--- src/rtl/sprite_locator.sv ---
// Sprite locator: resolves the highest-priority object under the draw pixel.
// Optional SPRITE_HFLIP_EN adds a per-entry horizontal flip bit.
module sprite_locator #(
  parameter int NUM_OBJ = 8,
  parameter logic [4:0] BG_ID = 5'd31,
  parameter int IW = (NUM_OBJ > 1) ? $clog2(NUM_OBJ) : 1
) (
  input  logic          clk50,
  input  logic          reset_n,
  input  logic [9:0]    draw_x,
  input  logic [9:0]    draw_y,
  input  logic          pix_valid,
  input  logic          frame_start,
  input  logic          wr_en,
  input  logic [IW-1:0] wr_idx,
  input  logic [9:0]    wr_x,
  input  logic [9:0]    wr_y,
  input  logic [4:0]    wr_id,
  input  logic          wr_vis,
`ifdef SPRITE_HFLIP_EN
  input  logic          wr_flip,
`endif
  output logic [4:0]    object_id,
  output logic [9:0]    addr,
  output logic          hit,
  output logic          out_valid
);

  typedef struct packed {
    logic [9:0] x;
    logic [9:0] y;
    logic [4:0] id;
    logic       vis;
`ifdef SPRITE_HFLIP_EN
    logic       flip;
`endif
  } ent_t;

  ent_t shd_q [NUM_OBJ];
  ent_t act_q [NUM_OBJ];
  ent_t wr_ent;

  always_comb begin
    wr_ent = '0;
    wr_ent.x = wr_x;
    wr_ent.y = wr_y;
    wr_ent.id = wr_id;
    wr_ent.vis = wr_vis;
`ifdef SPRITE_HFLIP_EN
    wr_ent.flip = wr_flip;
`endif
  end

  // Commit copies pre-write shadow, since both sides use the old value.
  always_ff @(posedge clk50 or negedge reset_n) begin
    if (!reset_n) begin
      for (int i = 0; i < NUM_OBJ; i++) begin
        shd_q[i] <= '0;
        act_q[i] <= '0;
      end
    end else begin
      if (frame_start) begin
        for (int i = 0; i < NUM_OBJ; i++)
          act_q[i] <= shd_q[i];
      end
      if (wr_en && (32'(wr_idx) < NUM_OBJ))
        shd_q[wr_idx] <= wr_ent;
    end
  end

  logic [NUM_OBJ-1:0] m_d, m_q;
  logic [4:0] col_d [NUM_OBJ];
  logic [4:0] row_d [NUM_OBJ];
  logic [9:0] ad_q [NUM_OBJ];
  logic [4:0] id_q [NUM_OBJ];
  logic       pv1_q;
  logic [10:0] px, py;

  assign px = {1'b0, draw_x};
  assign py = {1'b0, draw_y};

  always_comb begin
    m_d = '0;
    for (int i = 0; i < NUM_OBJ; i++) begin
      m_d[i] = act_q[i].vis & pix_valid
             & (px >= {1'b0, act_q[i].x})
             & (px < ({1'b0, act_q[i].x} + 11'd32))
             & (py >= {1'b0, act_q[i].y})
             & (py < ({1'b0, act_q[i].y} + 11'd32));
      col_d[i] = draw_x[4:0] - act_q[i].x[4:0];
      row_d[i] = draw_y[4:0] - act_q[i].y[4:0];
`ifdef SPRITE_HFLIP_EN
      if (act_q[i].flip)
        col_d[i] = ~col_d[i];
`endif
    end
  end

  // Id travels with the pixel so a later commit cannot alter it.
  always_ff @(posedge clk50 or negedge reset_n) begin
    if (!reset_n) begin
      m_q <= '0;
      pv1_q <= 1'b0;
      for (int i = 0; i < NUM_OBJ; i++) begin
        ad_q[i] <= '0;
        id_q[i] <= '0;
      end
    end else begin
      m_q <= m_d;
      pv1_q <= pix_valid;
      for (int i = 0; i < NUM_OBJ; i++) begin
        ad_q[i] <= {row_d[i], col_d[i]};
        id_q[i] <= act_q[i].id;
      end
    end
  end

  logic [4:0] obj_d, obj_q;
  logic [9:0] addr_d, addr_q;
  logic       hit_d, hit_q, ov_q;

  always_comb begin
    obj_d = BG_ID;
    addr_d = '0;
    hit_d = 1'b0;
    for (int i = NUM_OBJ - 1; i >= 0; i--) begin
      if (m_q[i]) begin
        obj_d = id_q[i];
        addr_d = ad_q[i];
        hit_d = 1'b1;
      end
    end
  end

  always_ff @(posedge clk50 or negedge reset_n) begin
    if (!reset_n) begin
      obj_q <= BG_ID;
      addr_q <= '0;
      hit_q <= 1'b0;
      ov_q <= 1'b0;
    end else begin
      obj_q <= obj_d;
      addr_q <= addr_d;
      hit_q <= hit_d;
      ov_q <= pv1_q;
    end
  end

  assign object_id = obj_q;
  assign addr = addr_q;
  assign hit = hit_q;
  assign out_valid = ov_q;

endmodule
--- config.mk ---
export PLATFORM = sky130hd
export DESIGN_NAME = sprite_locator
export DESIGN_NICKNAME = d
export VERILOG_FILES = /design/src/rtl/sprite_locator.sv
export SDC_FILE = /design/constraint.sdc
export NUM_CORES = 1
export LEC_CHECK = 0
export ABC_AREA = 1
export BUFFER_PORTS_ARGS = -buffer_cell sky130_fd_sc_hd__buf_4
export CAP_MARGIN = 20
export CELL_PAD_IN_SITES_DETAIL_PLACEMENT = 1
export CELL_PAD_IN_SITES_GLOBAL_PLACEMENT = 2
export CORE_ASPECT_RATIO = 0.6
export CORE_MARGIN = 2
export CORE_UTILIZATION = 37
export DETAILED_ROUTE_END_ITERATION = 6
export HOLD_SLACK_MARGIN = 0.02
export MAX_ROUTING_LAYER = met4
export PLACE_DENSITY_LB_ADDON = 0.1
export RECOVER_POWER = 100
export SYNTH_ARGS = -nofsm -noshare
export SYNTH_HDL_FRONTEND = slang
export SYNTH_SLANG_ARGS = --single-unit
--- constraint.sdc ---
create_clock -name clk50 -period 1.75 [get_ports clk50]
set_clock_uncertainty 0.05 [all_clocks]
set_input_delay 0.0875 -clock clk50 [delete_from_list [all_inputs] [get_ports clk50]]
set_output_delay 0.0875 -clock clk50 [all_outputs]
set_load 0.01 [all_outputs]
Word-level counts from Yosys, hierarchy flattened --
Index checks and enable logic that the tools add are counted.
Word-level totals: register bits 562, input port bits 54, output and inout port bits 17, word-level logic and storage cells 221
Cells by class: add/subtract/negate cells 32, $lt $le $gt $ge 34, multiplexer cells 27, bitwise operators 41, reductions and logical operators 1
Operators by type and width (number):
- 208-bit bitwise mux | 1
- 10-bit by 6-bit adder with 11-bit output, second input constant | 16
- 10-bit by 11-bit < comparator with 1-bit output | 16
- 10-bit >= comparator | 16
- 10-bit 2-to-1 mux | 8
- 5-bit subtractor | 16
- 26-bit demux with 3-bit select | 1
- 1-bit AND | 40
- 5-bit 2-to-1 mux | 8
- 26-bit 2-to-1 mux | 1
- 1-bit 2-to-1 mux | 8
- 4-bit >= comparator, second input constant | 1
- 4-bit by 1-bit < comparator with 1-bit output, second input constant | 1
- 3-bit NOT with 4-bit output | 1
- 1-bit logical AND | 1

Longest topological paths before layout --
Gate-level depths: netlist of the first run.
depth in word-level cells 8, mapped depth 12, mapped depth without buffers 12

Least setup slack after synthesis of the first run --
Ideal clock, no wire load.
path type register to register, from register act_q[125] (netlist bit), to register m_q[3], library setup time 71 ps, data arrival time 1515 ps, required time 1629 ps, slack 114 ps, stages on the path, launching flop included 12, path buffers 0, clock period less this slack 1636 ps, cells stage by stage dfrtp_1 ha_1 nand3_1 xor2_1 ha_1 nand3_1 nand2_1 inv_1 nand2_1 nor2_1 nand3_1 nor2_1
On the way: cells in the longest elaborated chain, start to end 5, elaborated cells on any way between the ends 7, classes of those cells add/sub (1); order compare (2); bitwise (4)
RTL lines:
- from (decl) | line 40 | ent_t act_q [NUM_OBJ];
- from (signal, indexed assignment) | line 64 | act_q[i] <= shd_q[i];
- 10-bit by 6-bit adder with 11-bit output or 10-bit >= comparator (tied branches) | line 87, 86
- 10-bit by 11-bit < comparator with 1-bit output or 1-bit AND (tied branches) | line 87, 86
- 1-bit AND * | line 87 | & (px < ({1'b0, act_q[i].x} + 11'd32))
- 1-bit AND * | line 88 | & (py >= {1'b0, act_q[i].y})
- 1-bit AND * | line 89 | & (py < ({1'b0, act_q[i].y} + 11'd32));
- named net m_d[3] | line 71 | logic [NUM_OBJ-1:0] m_d, m_q;
- to (signal assigned) | line 109 | m_q <= m_d;
- to (decl) | line 71
Mark *: on every way through the listed nets, which the timed path passes. The rest lies on a longest branch. A chain may end at the register's enable or synchronous reset.

Worst setup path after layout of the first run --
from register act_q[151] (netlist bit), to register m_q[2]
The elaborated chain is that of the path after synthesis.

==> impl_metrics.ini, run 1 <==
[yosys]
synth_area_leaders = dfrtp_1 49%, ha_1 11%, nand2_1 8.8%
synth.most_common_cell = nand2_1
synth_edf_count = 0
synthCells = 3037
synth_common_cells = 662 x nand2_1, 557 x dfrtp_1, 364 x o21ai_0
synthFlopType = dfrtp_1
ys_ff_latch = 562
syn-cell-area_sq_um = 28300
synth-seq-area-share_pct = 49.6
synth_area_per_cell_sq_um = 9.33
async_flop_share_pct = 100
ys_types = 37
yosysTopAreaCellShare_pct = 49.2
syn_nets = 3363
ys_warn_count = 0
synth_top_cell_by_area = dfrtp_1

[clock_network]
h-tree-depth = 2
clkLatencyLatePin_ns = 0.66
numCtsBuffers = 58
path_clk_slew_ns = 0.06
cts-root-buf = clkbuf_16
cts_tree = yes
ctsLongestPathBuffers = 3
cts.sinks = 562

[die]
row_count = 78
dieArea_sq_um = 78900
start_util_pct = 37.4
die_w_um = 361
ioPinCount = 71
die_h_um = 218
core_sq_um = 75700

[sta]
setup_tns_ns = -3.31
hold_viol_final = 1
post-route-min-period_ns = 1.91
rsz0062_at_grt = true
worst_slack_ns = -0.164
maxSlewViolCount = 0
tightest_slew_ns = 1.34
maxSlewHeadroom_pct = 10.7
holdWs_ns = -0.0136
max_freq_ghz = 0.522
period_share_pct = 109
setup_viol = 97

[setup_path]
critPathArrivalTime_ns = 2.43
critPathMaxFanout = 3
start_kind = flip-flop
cp-end-kind = flip-flop
worstPathRequired_ns = 2.26
path_class = flip-flop to flip-flop

[route]
vias = 22100
wl_um = 93100
first_iter_violations = 1421
ant_nets = 0
routedWlPerCell_um = 21.3
drc = 0
firstDrtPassIters = 5
viasPerCell = 5.05

[placed_design]
port_buffers = 70
dp_hpwl_um = 65700
routabilityCongestion = 0.843
post-place-ws_ns = -0.346

[layout]
n_antenna_cell = 0
area_delta_synth_final_pct = 19.9
drive_gt1_share_pct = 15.0
final_nets = 3651

[grt]
grt_pass1_wl_um = 144000
grt-busiest-layer = met1
grtUsageMet3_pct = 2.80
grt_pass1_vias = 23400
grt.met2_usage_pct = 35.0
grt_util_met1_pct = 38.3
grt_max_degree = 93
antenna_found_initial = 10
grt_usage_pct = 24.8
overflow = 0

[power]
p_leak_uw = 0.0165
p_total_uw = 40900
vdd_drop_max_uv = 701
powerDensity_nw_per_um2 = 1200

[job]
cap_viol_max_count = 0

[hold_path]
min_path_type = primary input to flip-flop

[run_status]
failed_checks = hold timing, setup timing
outcome = complete, but fails checks
## flip-flops by register name, summed over array words and instances (netlist names)
name / count
object_id: 5
pv1_q: 1
hit: 1
m_q: 8
act_q: 208
shd_q: 208
ad_q: 80
addr: 10
id_q: 40
out_valid: 1
## stage by stage
step                cells  cell area [sq um]  util (%)
finish               4369              34000      44.9
global route         4369              34000      44.9
CTS                  4363              34100      45.0
detailed placement   4214              31400      41.5
global placement     4214              31400      41.5
floorplan            3037              28300         -
## timing repair
item / in CTS / in global routing
gates cloned: 0 / 0
gates resized for setup: 52 / 59
hold buffers: 44 / 2
pin swaps: 28 / 35
hold endpoints to repair: 814 / 2
setup endpoints to repair: 14 / 22
setup buffers: 2 / 5
## area by class of cell
class,count,area (sq um)
clock buffers,79,1640
clock inverters,25,287
fillers,8607,41700
inverters,348,1310
multi-input cells,2038,12900
flip-flops and latches,562,14100
well taps,1000,1250
repair buffers,317,2540
## cells in the final DEF, fill, tap and decap left out, types with 13 or more instances in the layout
| master | n |
|---|---|
| a21oi_1 | 142 |
| buf_12 | 15 |
| buf_4 | 191 |
| clkbuf_1 | 38 |
| clkbuf_16 | 58 |
| clkbuf_2 | 16 |
| clkbuf_4 | 17 |
| dfrtp_1 | 547 |
| dlygate4sd3_1 | 45 |
| fa_1 | 16 |
| ha_1 | 238 |
| ha_4 | 14 |
| inv_1 | 339 |
| mux2_2 | 50 |
| nand2_1 | 644 |
| nand2_2 | 17 |
| nand3_1 | 51 |
| nand3_2 | 13 |
| nand3b_1 | 30 |
| nand4_1 | 47 |
| nor2_1 | 173 |
| nor3_1 | 13 |
| o211ai_1 | 13 |
| o21a_1 | 14 |
| o21ai_0 | 354 |
| o21ai_1 | 18 |
| xnor2_1 | 28 |
| xor2_1 | 68 |
## per-layer routing
metal	wire length, um	share of wire, %	vias up
met5	0	0	-
met4	1380	1.5	0
met3	3340	3.6	99
met2	38100	41	305
met1	50300	54	11100
li1	-	-	10500
## path summary, 6_finish.rpt
kind	slack (ns)	cells past startpoint	end	start
worst max-delay path	-0.16	12	m_q[2]$_DFF_PN0_	act_q[151]$_DFFE_PN0P_
worst min-delay path	-0.01	5	ad_q[20]$_DFF_PN0_	draw_x[0]
worst max register to register	-0.16	12	m_q[2]$_DFF_PN0_	act_q[151]$_DFFE_PN0P_
worst min register to register	0.31	0	id_q[39]$_DFF_PN0_	act_q[187]$_DFFE_PN0P_
max in group asynchronous	-0.02	3	id_q[36]$_DFF_PN0_	reset_n
min in group asynchronous	0.44	3	act_q[69]$_DFFE_PN0P_	reset_n
## worst max-delay path: stages (launching register included)
cell	delay (ns)
dfrtp_2	0.44
buf_6	0.12
nand3_2	0.07
xor2_1	0.18
ha_1	0.29
a21o_1	0.17
nand3_1	0.07
nand2_1	0.05
inv_1	0.05
nand2_1	0.05
nor2_1	0.12
nand2_2	0.09
nor2_1	0.10
## report_power, final
part	leakage [uW]	internal, uW	switching [uW]
combinational	0.00858	4390	6170
sequential	0.00696	15900	1540
clock	0.000956	7300	5610
## kinds of logic after synthesis
group / after synthesis / share of synthesized area [%]
AOI/OAI and AO/OA: 592 / 11.1
xor gates and xnor gates: 96 / 2.97
adders and majority gates: 272 / 12.4
buffers and inverters: 437 / 6.42
DFF: 562 / 49.6
muxes: 64 / 2.73
and+or+nand+nor: 1014 / 14.8
No activity file was read; power rests on OpenSTA's default activity.
==> run 2, diff against run 1 <==
--- a/config.mk
+++ b/config.mk
@@ -12,7 +12,7 @@
 export CELL_PAD_IN_SITES_GLOBAL_PLACEMENT = 2
 export CORE_ASPECT_RATIO = 0.6
 export CORE_MARGIN = 2
-export CORE_UTILIZATION = 37
+export CORE_UTILIZATION = 41
 export DETAILED_ROUTE_END_ITERATION = 6
 export HOLD_SLACK_MARGIN = 0.02
 export MAX_ROUTING_LAYER = met4
==> constraint.sdc (replaced) <==
create_clock -name clk50 -period 2.1 [get_ports clk50]
set_clock_uncertainty 0.05 [all_clocks]
set_input_delay 0.105 -clock clk50 [delete_from_list [all_inputs] [get_ports clk50]]
set_output_delay 0.105 -clock clk50 [all_outputs]
set_load 0.01 [all_outputs]
==> run 2 against run 1 <==
  * The flow now finishes without violations
  * Largest power group unchanged
  * Combinational power decreased by 26%
  * Hold slack improved by 0.093 ns
  * Flip-flop and latch count unchanged
  * First-iteration DRC count increased by 0.84%
  * Sequential power decreased by 16%
  * Clock power decreased by 19%
  * Die area decreased by 9.6%
==> impl_metrics.ini, run 2 (synthesis gave the netlist of run 1 again) <==
[run_status]
outcome = finished, final reports clean

[power]
swShare_pct = 32.7
p_comb_share_pct = 23.8
p_int_uw = 22200
p_total_uw = 32900
switching_power_uw = 10800
clockPowerShare_pct = 31.9
powerDensity_nw_per_um2 = 1020
vdd_drop_max_uv = 597
seqPwrFrac_pct = 44.3
p_leak_uw = 0.0157

[setup_path]
crit_chain = nor2_4 > inv_1 > nor2_1 > o211ai_1 > a21oi_1
crit_path_max_incr_delay_ns = 0.61
worstPathRequired_ns = 2.59
start_kind = flip-flop
critPathMaxFanout = 9
slowest_stage = dfrtp_1
cp-end-kind = flip-flop
path_class = flip-flop to flip-flop
critPathArrivalTime_ns = 2.49

[die]
row_count = 74
die_w_um = 343
dieArea_sq_um = 71300
die_h_um = 208
core_sq_um = 68200
ioPinCount = 71
start_util_pct = 41.5

[sta]
setup_viol = 0
tightest_slew_ns = 1.29
rsz0062_at_grt = true
period_share_pct = 95.5
holdWs_ns = 0.0789
maxSlewHeadroom_pct = 14.3
post-route-min-period_ns = 2.00
setup_tns_ns = 0
hold_viol_final = 0
maxSlewViolCount = 0
max_freq_ghz = 0.499

[clock_network]
path_clk_slew_ns = 0.07
numCtsBuffers = 56
ctsLongestPathBuffers = 3
cts-root-buf = clkbuf_16
cts_tree = yes
clkLatencyLatePin_ns = 0.65
cts.sinks = 562
h-tree-depth = 2

[layout]
layout_commonest_cell = nand2_1
drive_gt1_share_pct = 8.39
area_delta_synth_final_pct = 13.5
top_regs = act_q (208), shd_q (208), ad_q (80)
final_util_pct = 47.1
layout_common_cells = 654 x nand2_1, 557 x dfrtp_1, 369 x o21ai_0
final_nets = 3513

[grt]
grt_max_degree = 66
overflow = 0
grt_pass1_wl_um = 142000
grt_pass1_vias = 22800
antenna_found_initial = 7
grt_usage_pct = 26.9

[route]
first_iter_violations = 1433
ant_nets = 0
routedWlPerCell_um = 22.0
vias = 21700
drc = 0
firstDrtPassIters = 5
wl_um = 91300
viasPerCell = 5.24

[job]
cap_viol_max_count = 0

[placed_design]
dp_hpwl_um = 65600
routabilityCongestion = 0.853
port_buffers = 70

[hold_path]
min_path_type = primary input to flip-flop
==> run 2: metal layers <==
metal | wire (um) | GRT usage [%] | part of all wire [%] | vias to the layer above
li1 | - | - | - | 10300
met1 | 49500 | 42.6 | 54 | 11000
met2 | 37200 | 36.9 | 41 | 323
met3 | 3470 | 3.23 | 3.8 | 78
met4 | 1140 | 4.46 | 1.3 | 0
met5 | 0 | - | 0 | -
==> run 2: final cells by class <==
| class | instances | area [sq um] |
|---|---|---|
| well taps | 912 | 1140 |
| fillers | 7764 | 36100 |
| inverters | 348 | 1310 |
| clock inverters | 26 | 348 |
| repair buffers | 181 | 1340 |
| diodes | 3 | 7.51 |
| multi-input cells | 2038 | 12400 |
| flip-flops and latches | 562 | 14100 |
| clock buffers | 75 | 1510 |
==> run 2: worst max-delay path: cells and delay by family, from the launching register on <==
kind / cells / cell delay [ns]
flops: 1 / 0.61
simple gates: 2 / 0.58
buf+inv: 1 / 0.30
compound gates: 2 / 0.36
==> run 2: final timing paths <==
| check | from | to | slack [ns] | cells past startpoint |
|---|---|---|---|---|
| setup / recovery | m_q[2]$_DFF_PN0_ | addr[6]$_DFF_PN0_ | 0.1 | 5 |
| hold / removal | draw_y[1] | ad_q[76]$_DFF_PN0_ | 0.08 | 5 |
| setup reg to reg | m_q[2]$_DFF_PN0_ | addr[6]$_DFF_PN0_ | 0.1 | 5 |
| hold reg to reg | pv1_q$_DFF_PN0_ | out_valid$_DFF_PN0_ | 0.32 | 0 |
| max in group asynchronous | reset_n | shd_q[203]$_DFFE_PN0P_ | 0.36 | 3 |
| min in group asynchronous | reset_n | act_q[141]$_DFFE_PN0P_ | 0.56 | 3 |
==> run 2: power by group through the flow <==
stage,combinational [uW],clock [uW],sequential [uW]
2_1_floorplan,5180,0,14300
3_3_place_gp,7550,0,14600
3_5_place_dp,7900,0,14700
4_1_cts,8050,10800,14600
5_1_grt,8970,11200,14800
6_report,7850,10500,14600
==> run 2: repair_timing <==
item                                    4_1_cts  5_1_grt
hold buffers                                 36        0
resized for setup                             1       11
endpoints found under the setup margin        1        7
hold endpoints to repair                    812        0
pin swaps                                     0        2
gates cloned                                  0        0
setup buffers                                 0        3
==> run 2: metrics by stage <==
| step | setup WS (ns) | instances | area (sq um) |
|---|---|---|---|
| final | 0.0951 | 4145 | 32200 |
| after global routing | -0.00696 | 4142 | 32200 |
| after CTS | 0.00580 | 4139 | 32600 |
| after detailed placement | 0.0197 | 4002 | 30300 |
| after global placement | 0.0177 | 4002 | 30300 |
| after floorplan | 0.464 | 3037 | 28300 |
